`config.mk`:
```
export PLATFORM = sky130hd
export DESIGN_NAME = frac_logic_cfg_loader
export DESIGN_NICKNAME = d
export VERILOG_FILES = /design/src/rtl/frac_logic_cfg_loader_pkg.sv /design/src/rtl/frac_cfg_shifter.sv /design/src/rtl/frac_logic_cfg_loader.sv
export SDC_FILE = /design/constraint.sdc
export NUM_CORES = 1
export LEC_CHECK = 0
export ABC_AREA = 0
export ABC_CLOCK_PERIOD_IN_PS = 1800
export BUFFER_PORTS_ARGS = -buffer_cell sky130_fd_sc_hd__buf_2
export CAP_MARGIN = 10
export CORE_ASPECT_RATIO = 0.7
export CORE_UTILIZATION = 53
export CTS_CLUSTER_SIZE = 14
export DETAILED_ROUTE_END_ITERATION = 7
export PLACE_DENSITY = 0.78
export SYNTH_ARGS = -nofsm -noshare
export SYNTH_HDL_FRONTEND = slang
export SYNTH_SLANG_ARGS = --single-unit
```
`constraint.sdc`:
```
create_clock -name prog_clk -period 1.8 [get_ports prog_clk]
set_input_delay 0.27 -clock prog_clk [delete_from_list [all_inputs] [get_ports prog_clk]]
set_output_delay 0.27 -clock prog_clk [all_outputs]
set_load 0.005 [all_outputs]
```
`src/rtl/frac_logic_cfg_loader_pkg.sv`:
```
// Shared types and constants for the configuration-chain loader.
package frac_logic_cfg_loader_pkg;

  localparam int DEFAULT_CHAIN_LEN = 19;
  localparam int DEFAULT_WORD_W    = 8;

  typedef enum logic [1:0] {
    IDLE  = 2'd0,
    LOAD  = 2'd1,
    SHIFT = 2'd2,
    DONE  = 2'd3
  } state_t;

  // Host words needed to cover the whole chain; the last one may be partial.
  function automatic int word_count(input int chain_len, input int word_w);
    return (chain_len + word_w - 1) / word_w;
  endfunction

endpackage

```
`src/rtl/frac_cfg_shifter.sv`:
```
// Serializer: word shift register, chain bit counter and optional readback
// capture (enabled by FRAC_CFG_READBACK_EN).
module frac_cfg_shifter
  import frac_logic_cfg_loader_pkg::*;
#(
  parameter int CHAIN_LEN = DEFAULT_CHAIN_LEN,
  parameter int WORD_W    = DEFAULT_WORD_W
) (
  input  logic              clk,
  input  logic              reset,
  input  logic              init,
  input  logic              load,
  input  logic [WORD_W-1:0] word,
  input  logic              tail,
  output logic              head,
  output logic              shift_en,
  output logic              word_end,
  output logic              chain_end,
  output logic [WORD_W-1:0] rb_data,
  output logic              rb_valid
);

  localparam int CNT_W = $clog2(CHAIN_LEN + 1);
  localparam int WL_W  = $clog2(WORD_W + 1);

  logic [WORD_W-1:0] shreg;
  logic [CNT_W-1:0]  bits_left;
  logic [WL_W-1:0]   word_left;
  logic              active;

  // shreg is cleared at the end of every word, so its MSB is 0 whenever not shifting.
  assign head      = shreg[WORD_W-1];
  assign shift_en  = active;
  assign chain_end = active && (bits_left == CNT_W'(1));
  assign word_end  = active && ((word_left == WL_W'(1)) || (bits_left == CNT_W'(1)));

  always_ff @(posedge clk) begin
    if (reset) begin
      shreg     <= '0;
      bits_left <= '0;
      word_left <= '0;
      active    <= 1'b0;
    end else if (init) begin
      bits_left <= CNT_W'(CHAIN_LEN);
    end else if (load) begin
      shreg     <= word;
      word_left <= WL_W'(WORD_W);
      active    <= 1'b1;
    end else if (active) begin
      bits_left <= (bits_left != '0) ? bits_left - CNT_W'(1) : '0;
      word_left <= word_left - WL_W'(1);
      if (word_end) begin
        shreg  <= '0;
        active <= 1'b0;
      end else begin
        shreg  <= {shreg[WORD_W-2:0], 1'b0};
      end
    end
  end

`ifdef FRAC_CFG_READBACK_EN
  localparam int IDX_W = (WORD_W > 1) ? $clog2(WORD_W) : 1;

  logic [WORD_W-1:0] cap;
  logic [WORD_W-1:0] cap_next;
  logic [IDX_W-1:0]  cap_idx;

  // word_left counts down from WORD_W, so tail bits land MSB first and a short word stays left-aligned.
  assign cap_idx = IDX_W'(word_left - WL_W'(1));

  always_comb begin
    cap_next          = cap;
    cap_next[cap_idx] = tail;
  end

  always_ff @(posedge clk) begin
    if (reset) begin
      cap      <= '0;
      rb_data  <= '0;
      rb_valid <= 1'b0;
    end else begin
      rb_valid <= 1'b0;
      if (load) begin
        cap <= '0;
      end else if (active) begin
        if (word_end) begin
          rb_data  <= cap_next;
          rb_valid <= 1'b1;
          cap      <= '0;
        end else begin
          cap      <= cap_next;
        end
      end
    end
  end
`else
  logic unused_tail;
  assign unused_tail = tail;
  assign rb_data     = '0;
  assign rb_valid    = 1'b0;
`endif

endmodule

```
`src/rtl/frac_logic_cfg_loader.sv`:
```
// Loads a CHAIN_LEN-bit image from host words into a serial configuration
// chain. Optional readback of the old chain contents: FRAC_CFG_READBACK_EN.
module frac_logic_cfg_loader
  import frac_logic_cfg_loader_pkg::*;
#(
  parameter int CHAIN_LEN = DEFAULT_CHAIN_LEN,
  parameter int WORD_W    = DEFAULT_WORD_W
) (
  input  logic              prog_clk,
  input  logic              prog_reset,
  input  logic              start,
  input  logic [WORD_W-1:0] cfg_data,
  input  logic              cfg_valid,
  output logic              cfg_ready,
  output logic              ccff_head,
  output logic              ccff_shift_en,
  input  logic              ccff_tail,
  output logic              busy,
  output logic              done,
  output logic [WORD_W-1:0] rb_data,
  output logic              rb_valid
);

  state_t state;
  logic   init;
  logic   load;
  logic   word_end;
  logic   chain_end;

  assign init = (state == IDLE) && start;
  assign load = cfg_ready && cfg_valid;

  frac_cfg_shifter #(
    .CHAIN_LEN (CHAIN_LEN),
    .WORD_W    (WORD_W)
  ) u_shifter (
    .clk       (prog_clk),
    .reset     (prog_reset),
    .init      (init),
    .load      (load),
    .word      (cfg_data),
    .tail      (ccff_tail),
    .head      (ccff_head),
    .shift_en  (ccff_shift_en),
    .word_end  (word_end),
    .chain_end (chain_end),
    .rb_data   (rb_data),
    .rb_valid  (rb_valid)
  );

  always_ff @(posedge prog_clk) begin
    if (prog_reset) begin
      state     <= IDLE;
      cfg_ready <= 1'b0;
      busy      <= 1'b0;
      done      <= 1'b0;
    end else begin
      case (state)
        IDLE: begin
          done <= 1'b0;
          if (start) begin
            state     <= LOAD;
            cfg_ready <= 1'b1;
            busy      <= 1'b1;
          end
        end
        LOAD: begin
          if (cfg_valid) begin
            state     <= SHIFT;
            cfg_ready <= 1'b0;
          end
        end
        SHIFT: begin
          if (word_end) begin
            if (chain_end) begin
              state <= DONE;
              done  <= 1'b1;
            end else begin
              state     <= LOAD;
              cfg_ready <= 1'b1;
            end
          end
        end
        DONE: begin
          state <= IDLE;
          done  <= 1'b0;
          busy  <= 1'b0;
        end
        default: begin
          state     <= IDLE;
          cfg_ready <= 1'b0;
          busy      <= 1'b0;
          done      <= 1'b0;
        end
      endcase
    end
  end

endmodule

```
* Word-level counts from Yosys, hierarchy flattened
Cells that the tools add are included.
Widths: inputs -> output; s select.
** Word-level totals
- Flip-flop bits (word level) :: 23
- Input bits :: 13
- Output and inout bits :: 14
- Word-level logic and storage cells :: 71
** Cells by class
- Add/sub/neg operators :: 2
- Eq/ne operators :: 11
- Mux-type cells :: 26
- Bitwise operators :: 2
- Reduce and logical (&&, ||, !) cells :: 21
** Operators by type and width (number)
- $mux 8 :: 3
- $mux 5 :: 4
- $ne 2x2->1 const B :: 5
- $mux 1 :: 9
- $mux 2 :: 4
- $mux 4 :: 2
- $pmux 2 s4 :: 1
- $reduce_and 2->1 :: 4
- $reduce_bool 2->1 :: 4
- $reduce_and 3->1 :: 2
- $eq 5x1->1 const B :: 1
- $reduce_and 5->1 :: 1
- $reduce_bool 5->1 :: 1
- $sub 5x1->5 const B :: 1
- $eq 2x2->1 const B :: 2
- $eq 4x1->1 const B :: 1
- $logic_and 1x1->1 :: 4
- $pmux 1 s2 :: 2
- $reduce_or 2->1 :: 2
- $sub 4x1->4 const B :: 1
- $pmux 1 s3 :: 1
- $reduce_bool 3->1 :: 1
- $eq 2x1->1 const B :: 1
- $logic_not 2->1 :: 1
- 3 further kinds :: 4

* Logic depth before layout (Yosys ltp)
- Depth after elaboration :: 6
- Depth in mapped cells :: 6
- Depth with buffers taken out :: 6

* By module
A second synthesis with hierarchy kept.
** Second synthesis, totals
- Cells, all modules :: 154
- Area, all modules :: 1358.8 µm²
** By module, submodules not included
- frac_cfg_shifter :: instances 1, cells an instance 117, area each 1006.0 µm², sequential area each 360.3 µm²
- frac_logic_cfg_loader :: instances 1, cells an instance 37, area each 352.8 µm², sequential area each 100.1 µm²

* Worst setup path after synthesis
No wires, ideal clock.
- Kind :: register to register
- Start point :: register u_shifter.bits_left[1]
- End point :: register state[1]
- Library setup time :: 67 ps
- Arrival time :: 1498 ps
- Data required time :: 1733 ps
- Setup slack :: 234 ps
- Stages on the path, launching flop included :: 7
- Path buffers :: 0
- Clock period less this slack :: 1566 ps
- Path through :: dfxtp_1 -> inv_1 -> ha_1 -> nor4b_4 -> o21ai_2 -> a2111o_1 -> a21oi_2
** Between the ends
- Word-level cells in the longest chain between the ends :: 5
- Elaborated cells on any way between the ends :: 9
- Those cells by class :: 2 x eq/ne; 3 x mux; 4 x reduce/logical
** RTL lines
- start: declaration :: line frac_cfg_shifter.sv:27 : logic [CNT_W-1:0] bits_left;
- start signal: assignment :: line frac_cfg_shifter.sv:44 : bits_left <= CNT_W'(CHAIN_LEN);
- start signal: assignment :: line frac_cfg_shifter.sv:50 : bits_left <= (bits_left != '0) ? bits_left - CNT_W'(1) : '0;
- $eq 5x1->1 * :: line frac_cfg_shifter.sv:34, frac_cfg_shifter.sv:35
- $logic_and 1x1->1 or $logic_or 1x1->1 (tied branches) :: line frac_cfg_shifter.sv:34, frac_cfg_shifter.sv:35
- $mux 2 or $logic_and 1x1->1 (tied branches) :: line frac_logic_cfg_loader.sv:75, frac_cfg_shifter.sv:35
- $mux 2 or $ne 2x1->1 (tied branches)
- $pmux 2 s4 or $reduce_and 3->1 (tied branches)
- end signal: assignment :: line frac_logic_cfg_loader.sv:62 : state <= LOAD;
- end signal: assignment :: line frac_logic_cfg_loader.sv:76 : state <= DONE;
- end signal: assignment :: line frac_logic_cfg_loader.sv:79 : state <= LOAD;
- end: declaration :: line frac_logic_cfg_loader.sv:24 : state_t state;
Mark *: on every way between the ends. The rest lies on a longest branch, timed or not. The select of a mux whose other input is x is not followed.
A chain may end at the register's enable or synchronous reset.

* Worst setup path after layout
- Start point :: register u_shifter.bits_left[1]
- End point :: register cfg_ready
** Between the ends
- Word-level cells in the longest chain between the ends :: 5
- Elaborated cells on any way between the ends :: 7
- Those cells by class :: 3 x eq/ne; 4 x reduce/logical
** RTL lines
- $eq 5x1->1 * :: line frac_cfg_shifter.sv:34, frac_cfg_shifter.sv:35
- $logic_or 1x1->1 :: line frac_cfg_shifter.sv:35 : assign word_end = active && ((word_left == WL_W'(1)) || (bits_left == CNT_W'(1)));
- $logic_and 1x1->1 :: line frac_cfg_shifter.sv:35
- $ne 2x1->1 (no line)
- $reduce_and 5->1 (no line) *
- end signal: assignment :: line frac_logic_cfg_loader.sv:54 : cfg_ready <= 1'b0;
- end signal: assignment :: line frac_logic_cfg_loader.sv:63 : cfg_ready <= 1'b1;
- end signal: assignment :: line frac_logic_cfg_loader.sv:70 : cfg_ready <= 1'b0;
- end: declaration :: line frac_logic_cfg_loader.sv:14 : output logic cfg_ready,
Mark *: on every way between the ends. The rest lies on a longest branch, timed or not.

==> flow_summary.yaml <==
run_status:
  status: "finished clean"
timing:
  clock_skew_ns: 0.00680
  fin_tns_setup_ns: 0
  report.final.slew_viol_count: 0
  min_period_over_period_pct: 91.9
  hold_viol: 0
  fin_crit_ns: 1.65
  worst_slack_ns: 0.146
  fmax_ghz: 0.605
  holdWs_ns: 0.207
  rsz0062_at_grt: "no"
  setup_violations: 0
placement:
  gp_congestion: 0.792
  portBuffers: 16
  dpl_cell_area_mm2: 0.00142
  place_inst: 206
  dpl.hpwl_um: 2040
  dp_slack_ns: 0.0976
worst_setup_path:
  r2r_slack_ns: 0.15
  critPathLaunchType: "flip-flop"
  timing.rr.start: "u_shifter.bits_left[1]$_SDFFE_PP0P_"
  cp-startpoint: "u_shifter.bits_left[1]$_SDFFE_PP0P_"
  worst_r2r_path_depth: 7
  critPathKind: "flip-flop to flip-flop"
  worstPathRequired_ns: 2.03
  cp.arrival_ns: 1.89
  r2r-end: "cfg_ready$_SDFFE_PP0P_"
  worstPathMaxFanout: 4
  worstSetupEndpointType: "flip-flop"
synth:
  yosysWarningCount: 0
  synth_seq_area_share_pct: 35.2
  async_flop_share_pct: 0
  synth-edff-count: 0
  synthCells: 157
  synth_cell_type_count: 40
  netlist_area_mm2: 0.00131
  avgSynthCellArea_um2: 8.33
  yosys_register_bits: 23
  synth_ff_type: "dfxtp_1"
final_layout:
  final_nets: 202
  post-route-cell-area_mm2: 0.00145
  n_antenna_cell: 0
  layout_common_cells: "dfxtp_1 (23), a21oi_1 (17), buf_2 (16)"
  fin_util_pct: 64.7
  synthToLayoutAreaGrowth_pct: 10.9
  final_common_cell: "dfxtp_1"
  instances_no_fill: 210
  drive_above_1_share_pct: 16.9
clock_network:
  cts_hold_buf: 0
  clockBufferDepth: 2
  clkTransAtPathRegs_ns: 0.12
  cts_tree: "built"
  cts_buffers: 3
  worstSkewPairLatency_ns: 0.31
  h-tree-depth: 1
  cts-root-buf: "clkbuf_4"
  clock-sinks: 23
flow_run:
  maxCapViolations: 0
power:
  p_int_mw: 1.10
  p_sw_share_pct: 40.6
  vdd_drop_max_uv: 822
  p_sw_uw: 752
  p_comb_share_pct: 47.0
  power_leakage_nw: 0.595
  seq_power_share_pct: 40.2
  p_per_area_mw_per_mm2: 1280
  p_clk_share_pct: 12.8
  finalPower_mw: 1.85
floorplanning:
  die_x_um: 61.4
  core_area_mm2: 0.00224
  start_util_pct: 58.3
  ios: 27
  std_cell_rows: 14
  die_y_um: 43.6
  dieArea_mm2: 0.00267
route:
  drtIter0Drc: 94
  wl_per_cell_um: 13.1
  vias: 1171
  wl_um: 2750
  ant_nets: 0
  drc: 0
  dr.pass1.iters: 4
  viasPerCell: 5.58
min_path:
  hp-start: "cfg_data[0]"
  hold_depth: 3
  hp-class: "primary input to flip-flop"
  min_to: "u_shifter.shreg[0]$_SDFFE_PP0P_"
grt:
  antenna_found_initial: 0
  grt_pass1_vias: 1058
  overflow: 0
  grt_first_pass_wirelength_um: 4610
  grt_use_total_pct: 23.5
  grt_max_degree: 24
==> final cells by class <==
| type | count | area (um^2) |
|---|---|---|
| Clock buffer | 4 | 26.3 |
| Timing Repair Buffer | 23 | 133 |
| Inverter | 11 | 41.3 |
| Multi-Input combinational cell | 117 | 749 |
| Sequential cell | 23 | 460 |
| Fill cell | 217 | 792 |
| Tap cell | 32 | 40.0 |
==> metal layers <==
layer,track usage [%],up-vias,share of wire (%)
li1,-,586,-
met1,30.9,524,46
met2,37.6,59,46
met3,7.16,2,8.1
met4,6.22,0,0.47
met5,0,-,0
==> cell families (layout without fill, tap and decap cells) <==
kind of cell / Yosys count / count (layout) / share of synthesized area [%]
compound gates: 49 / 49 / 24.3
simple gates: 47 / 47 / 19.3
buf+inv: 25 / 38 / 9.76
flops: 23 / 23 / 35.2
fa+ha+maj: 10 / 10 / 9.57
mux: 2 / 2 / 1.53
other cells: 1 / 9 / 0.287
==> power by group through the flow <==
stage | clock network, mW | logic (mW) | registers [mW]
after floorplan | 0 | 0.626 | 0.738
after global placement | 0 | 0.817 | 0.746
after detailed placement | 0 | 0.863 | 0.756
after CTS | 0.253 | 0.870 | 0.744
after global routing | 0.275 | 0.980 | 0.761
final | 0.236 | 0.871 | 0.745
==> sequential cells by signal, indices dropped and copies added (netlist names) <==
name / flops
busy: 1
cfg_ready: 1
done: 1
state: 2
u_shifter.bits_left: 5
u_shifter.shift_en: 1
u_shifter.shreg: 8
u_shifter.word_left: 4
==> how the worst max path moves through the flow <==
stage,to,cells after the start
2_1_floorplan,state[1]$_SDFFE_PP0P_,6
3_3_place_gp,state[1]$_SDFFE_PP0P_,6
3_5_place_dp,state[1]$_SDFFE_PP0P_,6
4_1_cts,state[1]$_SDFFE_PP0P_,6
5_1_grt,state[1]$_SDFFE_PP0P_,6
6_report,cfg_ready$_SDFFE_PP0P_,7
==> critical path, cell delays in order, from the launching register on <==
cell,delay [ns]
dfxtp_1,0.37
inv_1,0.10
ha_1,0.19
nor4b_4,0.14
buf_4,0.15
o21a_1,0.20
o31a_1,0.24
a211oi_1,0.19
==> timing repair <==
action	in CTS	in global routing
gates resized for setup	0	1
setup endpoints to repair	0	3
buffers inserted	0	0
endpoints found under the hold margin	0	0
==> synth_stat cells, drive strengths merged (2+ instances only) <==
cell	n	area share [%]
nor4b	2	2.5
o21ai	9	3.7
clkbuf	5	1.4
nand2	6	1.7
and2	2	0.96
a32oi	2	1.3
ha	10	9.6
a211oi	8	4.6
mux2i	2	1.5
nand3	9	3.4
o21a	2	1.1
inv	11	3.2
a21oi	18	7.2
nor3	5	1.9
dfxtp	23	35
buf	9	5.2
nor2	15	4.3
a31oi	2	0.96
No activity file was read; power rests on OpenSTA's default activity.
